File: src/rtl/calc_pkg.sv
// Shared key codes, opcode encodings and controller states for the calculator entry path.
package calc_pkg;

  localparam logic [3:0] KEY_DIG_MAX = 4'd9;
  localparam logic [3:0] KEY_ADD     = 4'd10;
  localparam logic [3:0] KEY_SUB     = 4'd11;
  localparam logic [3:0] KEY_MUL     = 4'd12;
  localparam logic [3:0] KEY_DIV     = 4'd13;
  localparam logic [3:0] KEY_EQ      = 4'd14;
  localparam logic [3:0] KEY_CLR     = 4'd15;

  localparam logic [1:0] OP_ADD = 2'b00;
  localparam logic [1:0] OP_SUB = 2'b01;
  localparam logic [1:0] OP_MUL = 2'b10;
  localparam logic [1:0] OP_DIV = 2'b11;

  typedef enum logic [2:0] {
    S_A,
    S_OP,
    S_B,
    S_EXEC,
    S_DONE,
    S_ERR
  } state_t;

  // Map an operator key onto the ALU opcode field.
  function automatic logic [1:0] key_to_op(input logic [3:0] key);
    logic [1:0] op;
    case (key)
      KEY_SUB: op = OP_SUB;
      KEY_MUL: op = OP_MUL;
      KEY_DIV: op = OP_DIV;
      default: op = OP_ADD;
    endcase
    return op;
  endfunction

endpackage

File: src/rtl/calc_digit_accum.sv
// Decimal operand accumulator: acc <= acc*10 + digit, saturating at MAX_DIGITS digits.
module calc_digit_accum #(
  parameter int unsigned DATA_W     = 16,
  parameter int unsigned MAX_DIGITS = 4
) (
  input  logic              clk,
  input  logic              rstn,
  input  logic              i_clr,
  input  logic              i_load,
  input  logic              i_add,
  input  logic [3:0]        i_digit,
  output logic [DATA_W-1:0] o_acc,
  output logic              o_full
);

  localparam int unsigned CNT_W = $clog2(MAX_DIGITS + 1);

  logic [DATA_W-1:0] r_acc;
  logic [CNT_W-1:0]  r_cnt;
  logic [DATA_W-1:0] w_scaled;
  logic [DATA_W-1:0] w_next;
  logic              w_full;

  assign w_full   = (r_cnt >= CNT_W'(MAX_DIGITS));
  assign w_scaled = r_acc * DATA_W'(10);
  assign w_next   = w_scaled + DATA_W'(i_digit);

  // Clear wins over load, load wins over accumulate; a digit past the limit is dropped.
  always_ff @(posedge clk) begin
    if (!rstn) begin
      r_acc <= '0;
      r_cnt <= '0;
    end else if (i_clr) begin
      r_acc <= '0;
      r_cnt <= '0;
    end else if (i_load) begin
      r_acc <= DATA_W'(i_digit);
      r_cnt <= CNT_W'(1);
    end else if (i_add && !w_full) begin
      r_acc <= w_next;
      r_cnt <= r_cnt + CNT_W'(1);
    end
  end

  assign o_acc  = r_acc;
  assign o_full = w_full;

endmodule

File: src/rtl/calc_entry_ctrl.sv
// Keypad-to-ALU entry sequencer: builds operands, pulses latch enables, runs the ALU handshake.
// Optional ALU ack timeout is enabled with `define CALC_ALU_TIMEOUT_EN.
module calc_entry_ctrl
  import calc_pkg::*;
#(
  parameter int unsigned DATA_W      = 16,
  parameter int unsigned MAX_DIGITS  = 4,
  parameter int unsigned TIMEOUT_CYC = 255
) (
  input  logic              clk,
  input  logic              rstn,
  input  logic              key_valid,
  input  logic [3:0]        key_code,
  output logic              key_ready,
  output logic [DATA_W-1:0] opd_data,
  output logic              lat_en_a,
  output logic              lat_en_b,
  output logic              lat_en_op,
  output logic [1:0]        op_code,
  output logic              alu_req,
  input  logic              alu_ack,
  input  logic              alu_err,
  output logic              busy,
  output logic              err
);

  state_t      r_state;
  logic        r_key_ready;
  logic        r_en_a;
  logic        r_en_b;
  logic        r_en_op;
  logic [1:0]  r_op_code;
  logic        r_alu_req;
  logic        r_busy;
  logic        r_err;

  logic        w_accept;
  logic        w_is_digit;
  logic        w_is_op;
  logic        w_is_eq;
  logic        w_is_clr;
  logic        w_acc_clr;
  logic        w_acc_load;
  logic        w_acc_add;
  logic        w_acc_full;

`ifdef CALC_ALU_TIMEOUT_EN
  localparam int unsigned TO_W = $clog2(TIMEOUT_CYC + 1);
  logic [TO_W-1:0] r_to_cnt;
`else
  logic w_unused_timeout;
  assign w_unused_timeout = |TIMEOUT_CYC;
`endif

  assign w_accept   = key_valid & r_key_ready;
  assign w_is_digit = (key_code <= KEY_DIG_MAX);
  assign w_is_op    = (key_code >= KEY_ADD) && (key_code <= KEY_DIV);
  assign w_is_eq    = (key_code == KEY_EQ);
  assign w_is_clr   = (key_code == KEY_CLR);

  // Accumulator commands follow the same accept decode as the state machine below.
  assign w_acc_clr  = w_accept & ((w_is_clr & (r_state != S_EXEC)) | (w_is_op & (r_state == S_A)));
  assign w_acc_load = w_accept & w_is_digit & (r_state == S_DONE);
  assign w_acc_add  = w_accept & w_is_digit &
                      ((r_state == S_A) | (r_state == S_OP) | (r_state == S_B));

  calc_digit_accum #(
    .DATA_W     (DATA_W),
    .MAX_DIGITS (MAX_DIGITS)
  ) u_accum (
    .clk     (clk),
    .rstn    (rstn),
    .i_clr   (w_acc_clr),
    .i_load  (w_acc_load),
    .i_add   (w_acc_add),
    .i_digit (key_code),
    .o_acc   (opd_data),
    .o_full  (w_acc_full)
  );

  always_ff @(posedge clk) begin
    if (!rstn) begin
      r_state     <= S_A;
      r_key_ready <= 1'b1;
      r_en_a      <= 1'b0;
      r_en_b      <= 1'b0;
      r_en_op     <= 1'b0;
      r_op_code   <= OP_ADD;
      r_alu_req   <= 1'b0;
      r_busy      <= 1'b0;
      r_err       <= 1'b0;
`ifdef CALC_ALU_TIMEOUT_EN
      r_to_cnt    <= '0;
`endif
    end else begin
      r_en_a  <= 1'b0;
      r_en_b  <= 1'b0;
      r_en_op <= 1'b0;
      // Clear is never accepted in S_EXEC because key_ready is low there.
      if (w_accept && w_is_clr) begin
        r_state   <= S_A;
        r_op_code <= OP_ADD;
        r_en_a    <= 1'b1;
        r_err     <= 1'b0;
      end else begin
        case (r_state)
          S_A: begin
            if (w_accept && w_is_digit) begin
              r_en_a <= !w_acc_full;
            end else if (w_accept && w_is_op) begin
              r_op_code <= key_to_op(key_code);
              r_en_op   <= 1'b1;
              r_state   <= S_OP;
            end
          end
          S_OP: begin
            if (w_accept && w_is_digit) begin
              r_en_b  <= 1'b1;
              r_state <= S_B;
            end else if (w_accept && w_is_op) begin
              r_op_code <= key_to_op(key_code);
              r_en_op   <= 1'b1;
            end
          end
          S_B: begin
            if (w_accept && w_is_digit) begin
              r_en_b <= !w_acc_full;
            end else if (w_accept && w_is_eq) begin
              r_alu_req   <= 1'b1;
              r_busy      <= 1'b1;
              r_key_ready <= 1'b0;
              r_state     <= S_EXEC;
`ifdef CALC_ALU_TIMEOUT_EN
              r_to_cnt    <= '0;
`endif
            end
          end
          S_EXEC: begin
            // An ack on the expiry cycle takes priority over the timeout.
            if (alu_ack) begin
              r_alu_req   <= 1'b0;
              r_busy      <= 1'b0;
              r_key_ready <= 1'b1;
              r_err       <= alu_err;
              r_state     <= alu_err ? S_ERR : S_DONE;
            end
`ifdef CALC_ALU_TIMEOUT_EN
            else if (r_to_cnt == TO_W'(TIMEOUT_CYC - 1)) begin
              r_alu_req   <= 1'b0;
              r_busy      <= 1'b0;
              r_key_ready <= 1'b1;
              r_err       <= 1'b1;
              r_state     <= S_ERR;
            end else begin
              r_to_cnt <= r_to_cnt + TO_W'(1);
            end
`endif
          end
          S_DONE: begin
            if (w_accept && w_is_digit) begin
              r_en_a  <= 1'b1;
              r_state <= S_A;
            end
          end
          S_ERR: begin
          end
          default: r_state <= S_A;
        endcase
      end
    end
  end

  assign key_ready = r_key_ready;
  assign lat_en_a  = r_en_a;
  assign lat_en_b  = r_en_b;
  assign lat_en_op = r_en_op;
  assign op_code   = r_op_code;
  assign alu_req   = r_alu_req;
  assign busy      = r_busy;
  assign err       = r_err;

endmodule

File: config.mk
export PLATFORM = sky130hd
export DESIGN_NAME = calc_entry_ctrl
export DESIGN_NICKNAME = d
export VERILOG_FILES = /design/src/rtl/calc_pkg.sv /design/src/rtl/calc_digit_accum.sv /design/src/rtl/calc_entry_ctrl.sv
export SDC_FILE = /design/constraint.sdc
export NUM_CORES = 1
export LEC_CHECK = 0
export BUFFER_PORTS_ARGS = -buffer_cell sky130_fd_sc_hd__buf_2
export CAP_MARGIN = 10
export CORE_MARGIN = 2
export CORE_UTILIZATION = 30
export CTS_CLUSTER_DIAMETER = 80
export DETAILED_ROUTE_END_ITERATION = 16
export GPL_TIMING_DRIVEN = 0
export PLACE_DENSITY_LB_ADDON = 0.08
export SLEW_MARGIN = 5
export SYNTH_ARGS = -nofsm -noshare
export SYNTH_HDL_FRONTEND = slang
export SYNTH_SLANG_ARGS = --single-unit
export TNS_END_PERCENT = 100
File: constraint.sdc
create_clock -name clk -period 2.54 [get_ports clk]
set_input_delay 0.508 -clock clk [delete_from_list [all_inputs] [get_ports clk]]
set_output_delay 0.508 -clock clk [all_outputs]
set_load 0.01 [all_outputs]
Word-level counts from Yosys, hierarchy flattened
Index checks and enable logic that the tools add are counted.
{"block": "totals", "regBits": 30, "inputBits": 9, "output_inout_bits": 25, "word_cells": 99}
{"block": "op_classes", "add_sub_neg": 2, "multipliers": 1, "order_cmp": 4, "eq_ne": 18, "muxes": 28, "bitwise_logic": 15, "n_reduce_logical": 19}
{"cell": "$mux W3", "n": 7}
{"cell": "$eq A4 B4 Y1 const B", "n": 5}
{"cell": "$pmux W3 S6", "n": 1}
{"cell": "$add A16 B4 Y16", "n": 1}
{"cell": "$mul A16 B3 Y15 const B", "n": 1}
{"cell": "$mux W1", "n": 13}
{"cell": "$le A4 B4 Y1 const B", "n": 2}
{"cell": "$mux W4", "n": 2}
{"cell": "$ne A2 B1 Y1 const B", "n": 4}
{"cell": "$pmux W1 S2", "n": 4}
{"cell": "$reduce_and A8 Y1", "n": 1}
{"cell": "$and A1 B1 Y1", "n": 7}
{"cell": "$eq A3 B2 Y1 const B", "n": 2}
{"cell": "$eq A3 B3 Y1 const B", "n": 2}
{"cell": "$logic_and A1 B1 Y1", "n": 6}
{"cell": "$ne A2 B2 Y1 const B", "n": 3}
{"cell": "$pmux W2 S3", "n": 1}
{"cell": "$reduce_or A2 Y1", "n": 3}
{"cell": "$not A1 Y1", "n": 5}
{"cell": "$reduce_and A5 Y1", "n": 1}
{"cell": "$ge A4 B4 Y1 const B", "n": 1}
{"cell": "$reduce_bool A2 Y1", "n": 2}
{"cell": "$reduce_or A4 Y1", "n": 1}
{"cell": "$add A3 B1 Y3 const B", "n": 1}
{"cell": "9 further kinds", "n": 11}

Longest topological paths before layout
Gate-level depths: netlist of the first run.
{"block": "logic_depth", "depth_word": 7, "mapped_depth": 12}

By module
Synthesis of the first run repeated with hierarchy kept, for this count alone.
{"block": "unflattened", "hier_cells": 277, "hier_area_um2": 2323.5}
{"mod": "calc_digit_accum", "n_inst": 1, "cells_per_inst": 207, "area_per_inst_um2": 1721.7, "seq_area_each_um2": 380.4}
{"mod": "calc_entry_ctrl", "n_inst": 1, "cells_per_inst": 70, "area_per_inst_um2": 601.8, "seq_area_each_um2": 220.2}

Least setup slack after synthesis of the first run
No wires, ideal clock.
{"block": "synth_path", "path_type": "register -> register", "start": "reg u_accum.r_acc[1] (netlist: u_accum.o_acc[1])", "end": "reg u_accum.r_acc[13] (netlist: u_accum.o_acc[13])", "arrival_time_ns": 2.761, "required_ns": 2.454, "path_slack_ns": -0.306, "path_stages_with_launch": 13, "n_path_buf": 0, "synth_period_minus_slack_ns": 2.846, "path_cell_list": "dfxtp_1 > ha_1 > ha_1 > inv_1 > fa_1 > nor2b_1 > o22ai_1 > xnor2_1 > and4_1 > nand3_2 > or3_1 > xnor2_1 > a211oi_1"}
{"block": "synth_between", "elab_chain_len": 2}
{"element": "from (decl)", "line": "calc_digit_accum.sv:18", "text": "logic [DATA_W-1:0] r_acc;"}
{"element": "from (signal assigned)", "line": "calc_digit_accum.sv:37", "text": "r_acc <= DATA_W'(i_digit);"}
{"element": "from (signal assigned)", "line": "calc_digit_accum.sv:40", "text": "r_acc <= w_next;"}
{"element": "$mul A16 B3 Y15", "line": "calc_digit_accum.sv:25", "text": "assign w_scaled = r_acc * DATA_W'(10);"}
{"element": "$add A16 B4 Y16", "line": "calc_digit_accum.sv:26", "text": "assign w_next = w_scaled + DATA_W'(i_digit);"}
Every way passes these cells.
A chain may end at the register's enable or synchronous reset.

Worst setup path in the final report of the first run
{"block": "layout_path", "start": "reg u_accum.r_acc[3] (netlist: u_accum.o_acc[3])", "end": "reg u_accum.r_acc[15] (netlist: u_accum.o_acc[15])"}
The elaborated chain is that of the path after synthesis.

==> results.toml, run 1 <==
[clocking]
root_buffer = "clkbuf_8"
cts_max_path_buffers = 2
clk_pin_slew_ns = 0.07
numCtsBuffers = 5
insertion_delay_ns = 0.28
cts-htree-levels = 2
cts_sinks = 30
cts_tree = "done"

[yosys]
avgSynthCellArea_sq_um = 8.43
synth_cell_types = 53
synth_top_area_cell = "dfxtp_1"
synth_edf_count = 0
seq_area_frac_synth = 0.258
synth_ff_type = "dfxtp_1"
synth_seq_cells = 30
async_reset_ff_frac = 0
synth.cell_area_sq_mm = 0.00233
synthDominantCellAreaShare = 0.258
synth_area_leaders = "dfxtp_1 (26%), ha_1 (15%), xnor2_1 (6.0%)"
netlist_instances = 276
yosysWarnings = 0
syn_nets = 315

[timing]
period_needed_ns = 2.78
tightest_slew_ns = 0.727
relSlewSlack = 0.515
clock.fmax_mhz = 360
rsz0062_at_grt = "yes"
setup_viol = 5
finalCritPeriodShare = 1.09
fin_skew_ns = 0.00682
hold_ws_ns = 0.465
hold_violations = 0
maxSlewViolCount = 0
worst_slack_ns = -0.240

[global_route]
grt_max_degree = 11
grt_pass1_wl_um = 10200
grt_util_all_layers = 0.148
antenna_found_initial = 0
overflow = 0
grt_pass1_vias = 2050

[setup_path]
crit_chain = "ha_4 -> ha_4 -> inv_2 -> fa_2 -> nor2b_4 -> o2111ai_2 -> and3_4 -> o31a_1 -> xnor2_2 -> nor4b_4 -> xnor2_1 -> a211oi_2"
critical_path_class = "reg2reg"
cp-end-kind = "register"
cp_num_cells = 12
cpMostUsedCell = "ha_4"
arrival_ns = 2.94
rrSetupSlack_ns = -0.24
startpoint = "u_accum.o_acc[3]$_SDFFE_PP0P_"
path_buf_inv = 1
worstReg2RegStart = "u_accum.o_acc[3]$_SDFFE_PP0P_"
start_kind = "register"
critPathMaxStageDelay_ns = 0.38
path_max_fanout = 3
cp_top_family = "adder cells"
worstRegToRegCells = 12
crit_required_ns = 2.70
r2r-end = "u_accum.o_acc[15]$_SDFFE_PP0P_"
cp_slowest_cell = "fa_2"

[route]
wl_met1_um = 2840
post_drt_wl_per_cell_um = 14.1
drtAntennaViolNets = 0
first_iter_violations = 84
drc_errors = 0
wl_met2_um = 3050
drt-total-wl_um = 6090
viasPerCell = 4.90
wl_met3_um = 152
dr_total_vias = 2121
top_layer = "met4"
firstDrtPassIters = 4

[finish]
final_cell_count_no_fill = 433
fin_area_sq_mm = 0.00325
most-common-layout-cells = "buf_2 (35), nor2_1 (31), nand2_1 (22)"
nets = 371
antennaDiodeCount = 0
multiInputGateArea_sq_mm = 0.00202
layout_commonest_cell = "buf_2"
drive_gt1_frac = 0.378
seq_area_sq_um = 621
areaGrowthSynthToFinish_pct = 39.6
nFillCells = 769

[run]
cap_viol_max_count = 0

[min_path]
hold_depth = 2
min-delay-start = "rstn"
min_path_type = "in2reg"
min_to = "key_ready$_SDFFE_PN1P_"

[power]
peakVddDrop_v = 0.000186
leakagePower_nw = 1.38
power_density_mw_per_mm2 = 457
report.power.total_mw = 1.48

[die]
initial_core_util = 0.306
die_w_um = 92.1
core_area_sq_mm = 0.00761
dieArea_sq_mm = 0.00847
rows = 32
die_h_um = 92.1
num_io_pins = 34

[placement]
pre_cts_ws_ns = -0.483
dp_hpwl_um = 4450
dp.cells = 411
port_buffers = 33
place_congestion = 0.799
place_area_sq_mm = 0.00268

[status]
status = "finished with violations"
violations = "setup timing"
[worst max path at each step]
stage and to:
2_1_floorplan u_accum.o_acc[13]$_SDFFE_PP0P_, 3_3_place_gp u_accum.o_acc[13]$_SDFFE_PP0P_, 3_5_place_dp u_accum.o_acc[13]$_SDFFE_PP0P_, 4_1_cts u_accum.o_acc[13]$_SDFFE_PP0P_, 5_1_grt u_accum.o_acc[15]$_SDFFE_PP0P_, 6_report u_accum.o_acc[15]$_SDFFE_PP0P_
[registers in the layout (all words and copies together) (netlist names)]
| register | count |
|---|---|
| busy | 1 |
| r_state | 3 |
| u_accum.r_cnt | 3 |
| lat_en_b | 1 |
| u_accum.o_acc | 16 |
| err | 1 |
| op_code | 2 |
| key_ready | 1 |
| lat_en_op | 1 |
| lat_en_a | 1 |
[kinds of logic (layout without fill, tap and decap cells)]
family                   count (synthesis)  count (layout)  synth area share
multiplexers                            11              11            0.0473
buffers and inverters                   23              78            0.0398
AO/OA/AOI/OAI                           59              59             0.178
adder cells (fa/ha/maj)                 30              30             0.168
XOR/XNOR                                28              28             0.105
AND/OR/NAND/NOR                         95              95             0.203
flip-flops                              30              30             0.258
[routing by layer]
layer / vias up / GRT usage
li1: 1081 / -
met1: 1005 / 0.190
met2: 31 / 0.262
met3: 4 / 0.0189
met4: 0 / 0.0373
met5: - / 0
[through the flow]
step	setup TNS (ns)	util
finish	-0.743	0.427
global route	-2.14	0.427
CTS	-0.772	0.413
detailed placement	-3.88	0.352
global placement	-4.01	0.352
floorplan	-0.284	-
[repair_timing]
item | in CTS | in global routing
hold endpoints to repair | 0 | 0
buffers inserted | 20 | 4
pin swaps | 33 | 20
resized for setup | 41 | 24
endpoints found under the setup margin | 11 | 13
hold buffers | 0 | 0
[cell usage after synthesis (2+ instances only)]
cell	number
dfxtp_1	30
clkbuf_1	7
nand3b_1	2
mux2i_1	11
a211oi_1	10
o21ai_0	9
o31ai_1	2
and3_1	2
nor4_1	2
xor2_1	12
buf_2	2
nand3_1	8
nand2_1	22
xnor2_1	16
or3_1	3
nor2b_1	3
ha_1	28
a21o_1	4
nor4b_2	2
nor2_1	35
nor3_1	4
and4_1	2
inv_1	13
fa_1	2
a31oi_1	2
a21oi_1	16
[report_power, final]
group / internal, mW / leakage (nW) / switching, mW / total, mW
registers: 0.507 / 0.250 / 0.0432 / 0.550
logic: 0.254 / 1.09 / 0.290 / 0.545
clock network: 0.209 / 0.0431 / 0.181 / 0.390
[cell type report]
| type | instances | area share |
|---|---|---|
| inverters | 13 | 0.0150 |
| clock buffers | 6 | 0.0254 |
| well taps | 102 | 0.0393 |
| repair buffers | 50 | 0.0936 |
| multi-input cells | 223 | 0.623 |
| plain buffers | 9 | 0.0123 |
| flip-flops and latches | 30 | 0.191 |
(Power assumes the default switching activity.)
==> inputs of run 2 (changes only) <==
Settings changed: CORE_UTILIZATION 30 to 52, SKIP_LAST_GASP set to 1.
==> run 2 against run 1 <==
The flow still finishes with violations (setup timing). Sequential cell count is the same. Cell area shrank 3.7%. Sequential share of layout area grew 0.73 points. Largest cell class unchanged.
==> results.toml, run 2 (synthesis results as in run 1) <==
[status]
status = "finished with violations"
violations = "setup timing"

[setup_path]
r2r-end = "u_accum.o_acc[15]$_SDFFE_PP0P_"
path_max_fanout = 4
start_kind = "register"
cp_slowest_cell = "dfxtp_4"
critPathMaxStageDelay_ns = 0.36
worstReg2RegStart = "u_accum.o_acc[3]$_SDFFE_PP0P_"
critical_path_class = "reg2reg"
worstRegToRegCells = 12
crit_required_ns = 2.71
cp_top_family = "adder cells"
crit_path_end = "u_accum.o_acc[15]$_SDFFE_PP0P_"
cp_num_cells = 12
crit_chain = "ha_4 -> ha_4 -> inv_2 -> fa_2 -> nor2b_4 -> o2111ai_2 -> and3_1 -> o31a_1 -> xnor2_2 -> nor4b_4 -> xnor2_1 -> a211oi_2"
arrival_ns = 2.94
rrSetupSlack_ns = -0.23
cpMostUsedCell = "ha_4"
path_buf_inv = 1
startpoint = "u_accum.o_acc[3]$_SDFFE_PP0P_"
cp-end-kind = "register"

[finish]
fin_area_sq_mm = 0.00313
antennaDiodeCount = 0
most-common-layout-cells = "buf_2 (35), nor2_1 (33), nand2_1 (22)"
layout_commonest_cell = "buf_2"
nets = 372
largest_reg_flops = 16
areaGrowthSynthToFinish_pct = 34.5
drive_gt1_frac = 0.356

[timing]
rsz0062_at_grt = "yes"
setup_viol = 3
hold_ws_ns = 0.470
maxSlewViolCount = 0
period_needed_ns = 2.77
tightest_slew_ns = 0.512
hold_violations = 0
fin_skew_ns = 0.00694
finalCritPeriodShare = 1.09
worst_slack_ns = -0.232
clock.fmax_mhz = 361
relSlewSlack = 0.659

[global_route]
top_usage_layer = "met2"
grt_use_met2 = 0.381
grt_util_all_layers = 0.235
met3_usage = 0.0413
antenna_found_initial = 0
grt_max_degree = 11
overflow = 0
grt_pass1_wl_um = 9550
grt_pass1_vias = 2027
grt_util_met1 = 0.327

[clocking]
cts_tree = "done"
cts-htree-levels = 2
cts_hold_buf = 0
clk_pin_slew_ns = 0.07
root_buffer = "clkbuf_8"
cts_max_path_buffers = 2
insertion_delay_ns = 0.28
cts_sinks = 30
numCtsBuffers = 5

[route]
drt-total-wl_um = 5860
viasPerCell = 5.58
firstDrtPassIters = 4
first_iter_violations = 138
drtAntennaViolNets = 0
dr_total_vias = 2153
post_drt_wl_per_cell_um = 15.2
drc_errors = 0

[power]
peakVddDrop_v = 0.000251
power_frac_seq = 0.351
p_comb_frac = 0.345
power_density_mw_per_mm2 = 498
clockPowerShare = 0.304
power_switching_uw = 512
leakagePower_nw = 1.39
swShare = 0.329
p_int_mw = 1.05

[die]
initial_core_util = 0.538
dieArea_sq_mm = 0.00502
core_area_sq_mm = 0.00432
die_h_um = 70.9
num_io_pins = 34
die_w_um = 70.9
rows = 24

[min_path]
min-delay-start = "rstn"
min_path_type = "in2reg"

[placement]
place_congestion = 0.863
pre_cts_ws_ns = -0.474
place_area_sq_mm = 0.00262
dp_hpwl_um = 4080
port_buffers = 33

[run]
cap_viol_max_count = 0
-- run 2: cell count changes in the layout (fill, tap and decap cells not counted), sizes merged --
| cell | change |
|---|---|
| clkinv | +2 |
| buf | +1 |
| clkbuf | -1 |
| bufinv | +1 |
-- run 2: power groups by stage --
stage / Clock (mW) / Sequential, mW / Combinational (mW)
2_1_floorplan: 0 / 0.557 / 0.303
3_3_place_gp: 0 / 0.553 / 0.409
3_5_place_dp: 0 / 0.554 / 0.418
4_1_cts: 0.481 / 0.544 / 0.491
5_1_grt: 0.504 / 0.551 / 0.589
6_report: 0.474 / 0.546 / 0.537
-- run 2: area by class of cell --
cell class	count	area (sq um)
buffer	8	36.3
sequential	30	621
fill	331	1190
tap	52	65.1
clock inverter	3	40.0
inverter	13	48.8
timing repair buffer	52	312
clock buffer	5	68.8
multi-input combinational	223	1940
-- run 2: repair_timing --
item | 4_1_cts | 5_1_grt
endpoints found under the setup margin | 6 | 12
setup buffers | 12 | 7
hold endpoints to repair | 0 | 0
pin swaps | 23 | 15
resized for setup | 25 | 17
-- run 2: worst min-delay path by stage --
| stage | to | slack, ns | depth (start not counted) |
|---|---|---|---|
| finish | key_ready$_SDFFE_PN1P_ | 0.47 | 2 |
| global route | key_ready$_SDFFE_PN1P_ | 0.49 | 2 |
| CTS | key_ready$_SDFFE_PN1P_ | 0.47 | 2 |
| detailed placement | err$_SDFFE_PP0P_ | 0.48 | 2 |
| global placement | err$_SDFFE_PP0P_ | 0.47 | 2 |
| floorplan | u_accum.r_cnt[1]$_SDFFE_PP0P_ | 0.49 | 2 |
-- run 2: metal layers --
layer / wire length (um) / up-vias
met5: 0 / -
li1: - / 1088
met4: 74 / 0
met1: 2690 / 1018
met2: 2880 / 40
met3: 213 / 7
-- run 2: metrics by stage --
step                      instances   util  total power [mW]  setup TNS [ns]
after floorplan                 276      -             0.861          -0.284
after global placement          361  0.605             0.962           -1.86
after detailed placement        361  0.605             0.972           -2.15
after CTS                       380  0.691              1.52          -0.558
after global routing            386  0.724              1.64           -1.85
final                           386  0.724              1.56          -0.597
==> inputs of run 3 (changes only) <==
Settings changed: ABC_AREA set to 1, CORE_UTILIZATION 52 to 53.
==> run 3 against run 2 <==
Clock power fell by 15%. Critical path depth is 4 higher. Routed wire length rose by 2.9%. The run now ends clean. Register-to-register slack better by 0.31 ns. Largest cell class unchanged. Combinational power is 54% higher. Sequential share of layout area is 0.18 points higher. Core utilization decreased by 6.6 points. Global-route usage increased by 0.094 points.
==> results.toml, run 3 <==
[setup_path]
crit_required_ns = 2.73
critPathMaxStageDelay_ns = 0.37
cpMostUsedCell = "buf_4"
critical_path_class = "reg2reg"
path_buf_inv = 6
path_max_fanout = 4
cp-end-kind = "register"
start_kind = "register"
cp_top_family = "adder cells"
arrival_ns = 2.65
crit_chain = "ha_4 -> ha_4 -> inv_2 -> fa_2 -> inv_4 -> nand3_4 -> nand2_2 -> nand2_1 -> nand2_1 -> nor2_2 -> buf_4 -> buf_4 -> buf_4 -> xor2_1 -> o21ai_1 -> inv_1"
cp_slowest_cell = "fa_2"

[finish]
largest_reg_flops = 16
finalCoreUtilization = 0.657
most-common-layout-cells = "nand2_1 (104), inv_1 (55), nor2_1 (35)"
antennaDiodeCount = 0
drive_gt1_frac = 0.243
areaGrowthSynthToFinish_pct = 20.4
fin_area_sq_mm = 0.00306
layout_commonest_cell = "nand2_1"
nets = 482

[timing]
tightest_slew_ns = 0.391
clock.fmax_mhz = 406
rsz0062_at_grt = "yes"
period_needed_ns = 2.46
finalCritPeriodShare = 0.969
setup_viol = 0
relSlewSlack = 0.738
fin_skew_ns = 0.00783
maxSlewViolCount = 0
hold_violations = 0

[placement]
place_area_sq_mm = 0.00278
port_buffers = 33
place_congestion = 0.906
dp_hpwl_um = 4640

[yosys]
synth_most_common_cell = "nand2_1"
seq_area_frac_synth = 0.236
avgSynthCellArea_sq_um = 6.46
syn_nets = 433
netlist_instances = 394
synth_top_area_cell = "dfxtp_1"
synthDominantCellAreaShare = 0.236
synth_cell_types = 36
synth_seq_cells = 30
synthTopCellsByCount = "nand2_1 (107), inv_1 (57), nor2_1 (38)"
async_reset_ff_frac = 0
synth_ff_type = "dfxtp_1"
synth.cell_area_sq_mm = 0.00254
synth_area_leaders = "dfxtp_1 (24%), nand2_1 (16%), ha_1 (14%)"
yosysWarnings = 0
synth_edf_count = 0

[route]
drc_errors = 0
drtAntennaViolNets = 0
dr_total_vias = 2598
firstDrtPassIters = 4
post_drt_wl_per_cell_um = 12.1
first_iter_violations = 125
viasPerCell = 5.22
drt-total-wl_um = 6030

[die]
die_w_um = 73.3
dieArea_sq_mm = 0.00537
core_area_sq_mm = 0.00466
num_io_pins = 34
die_h_um = 73.3
rows = 25
initial_core_util = 0.546

[global_route]
grt_pass1_vias = 2377
grt_util_all_layers = 0.236
antenna_found_initial = 0
grt_pass1_wl_um = 10000
overflow = 0
grt_max_degree = 11

[clocking]
insertion_delay_ns = 0.29
cts_max_path_buffers = 2
root_buffer = "clkbuf_8"
clk_pin_slew_ns = 0.07
cts_sinks = 30
cts_hold_buf = 0
cts-htree-levels = 2
cts_tree = "done"
numCtsBuffers = 5

[power]
report.power.total_mw = 1.84
peakVddDrop_v = 0.000578
leakagePower_nw = 1.62
power_density_mw_per_mm2 = 600

[run]
cap_viol_max_count = 0

[status]
status = "completed"

[min_path]
min_path_type = "in2reg"
run 3: cell count changes in the layout (fill, tap and decap cells not counted), sizes merged, moves of 11 or more:
cell / change
nor2: +13
xnor2: -14
mux2i: -11
nand2: +88
nand3: +24
inv: +51
run 3: area by class of cell:
class	instances	area (sq um)
multi-input cells	295	1770
fillers	407	1600
clock inverters	1	5.00
repair buffers	42	233
inverters	64	243
plain buffers	5	42.5
flip-flops and latches	30	613
well taps	54	67.6
clock buffers	7	86.3
run 3: layer usage:
layer	vias up	global-route usage	routed length, um
li1	1360	-	-
met1	1173	0.293	2710
met4	0	0.0949	163
met2	44	0.411	3020
met5	-	0	0
met3	21	0.0329	139
run 3: worst paths after layout:
| kind | from | endpoint | slack (ns) | cells after the start |
|---|---|---|---|---|
| max reg2reg | u_accum.o_acc[1]$_SDFFE_PP0P_ | u_accum.o_acc[9]$_SDFFE_PP0P_ | 0.08 | 16 |
| max | u_accum.o_acc[1]$_SDFFE_PP0P_ | u_accum.o_acc[9]$_SDFFE_PP0P_ | 0.08 | 16 |
| min | rstn | key_ready$_SDFFE_PN1P_ | 0.40 | 2 |
| min reg2reg | err$_SDFFE_PP0P_ | err$_SDFFE_PP0P_ | 0.46 | 2 |
run 3: metrics by stage:
step	hold slack (ns)	setup TNS, ns	worst slack [ns]	instances
2_1_floorplan	0.454	0	0.0120	394
3_3_place_gp	0.454	-0.495	-0.150	481
3_5_place_dp	0.454	-0.713	-0.197	481
4_1_cts	0.403	0	0.0540	492
5_1_grt	0.408	-0.149	-0.0579	498
6_report	0.402	0	0.0798	498
run 3: cells by family (layout without fill, tap and decap cells):
family	count (synthesis)	in the layout	synth area share
xor gates and xnor gates	8	8	0.0275
adders and majority gates	30	30	0.153
and+or+nand+nor	205	205	0.353
DFF	30	30	0.236
AOI/OAI and AO/OA	52	52	0.119
buffers and inverters	69	119	0.111
run 3: worst reg2reg max path, stage by stage (launching register included):
cell     delay, ns
dfxtp_4       0.36
ha_4          0.27
ha_4          0.15
inv_2         0.04
fa_2          0.37
inv_4         0.10
nand3_4       0.08
nand2_2       0.08
nand2_1       0.05
nand2_1       0.11
nor2_2        0.07
buf_4         0.13
buf_4         0.12
buf_4         0.12
xor2_1        0.13
o21ai_1       0.14
inv_1         0.05
run 3: report_power, final:
part           internal, mW  leakage (nW)  switching, mW
Sequential            0.535         0.248         0.0694
Clock                 0.218        0.0482          0.186
Combinational         0.310          1.32          0.519
run 3: what timing repair did:
item / in CTS / in global routing
endpoints found under the setup margin: 5 / 6
pin swaps: 4 / 12
resized for setup: 13 / 22
buffers inserted: 3 / 6
hold endpoints to repair: 0 / 0
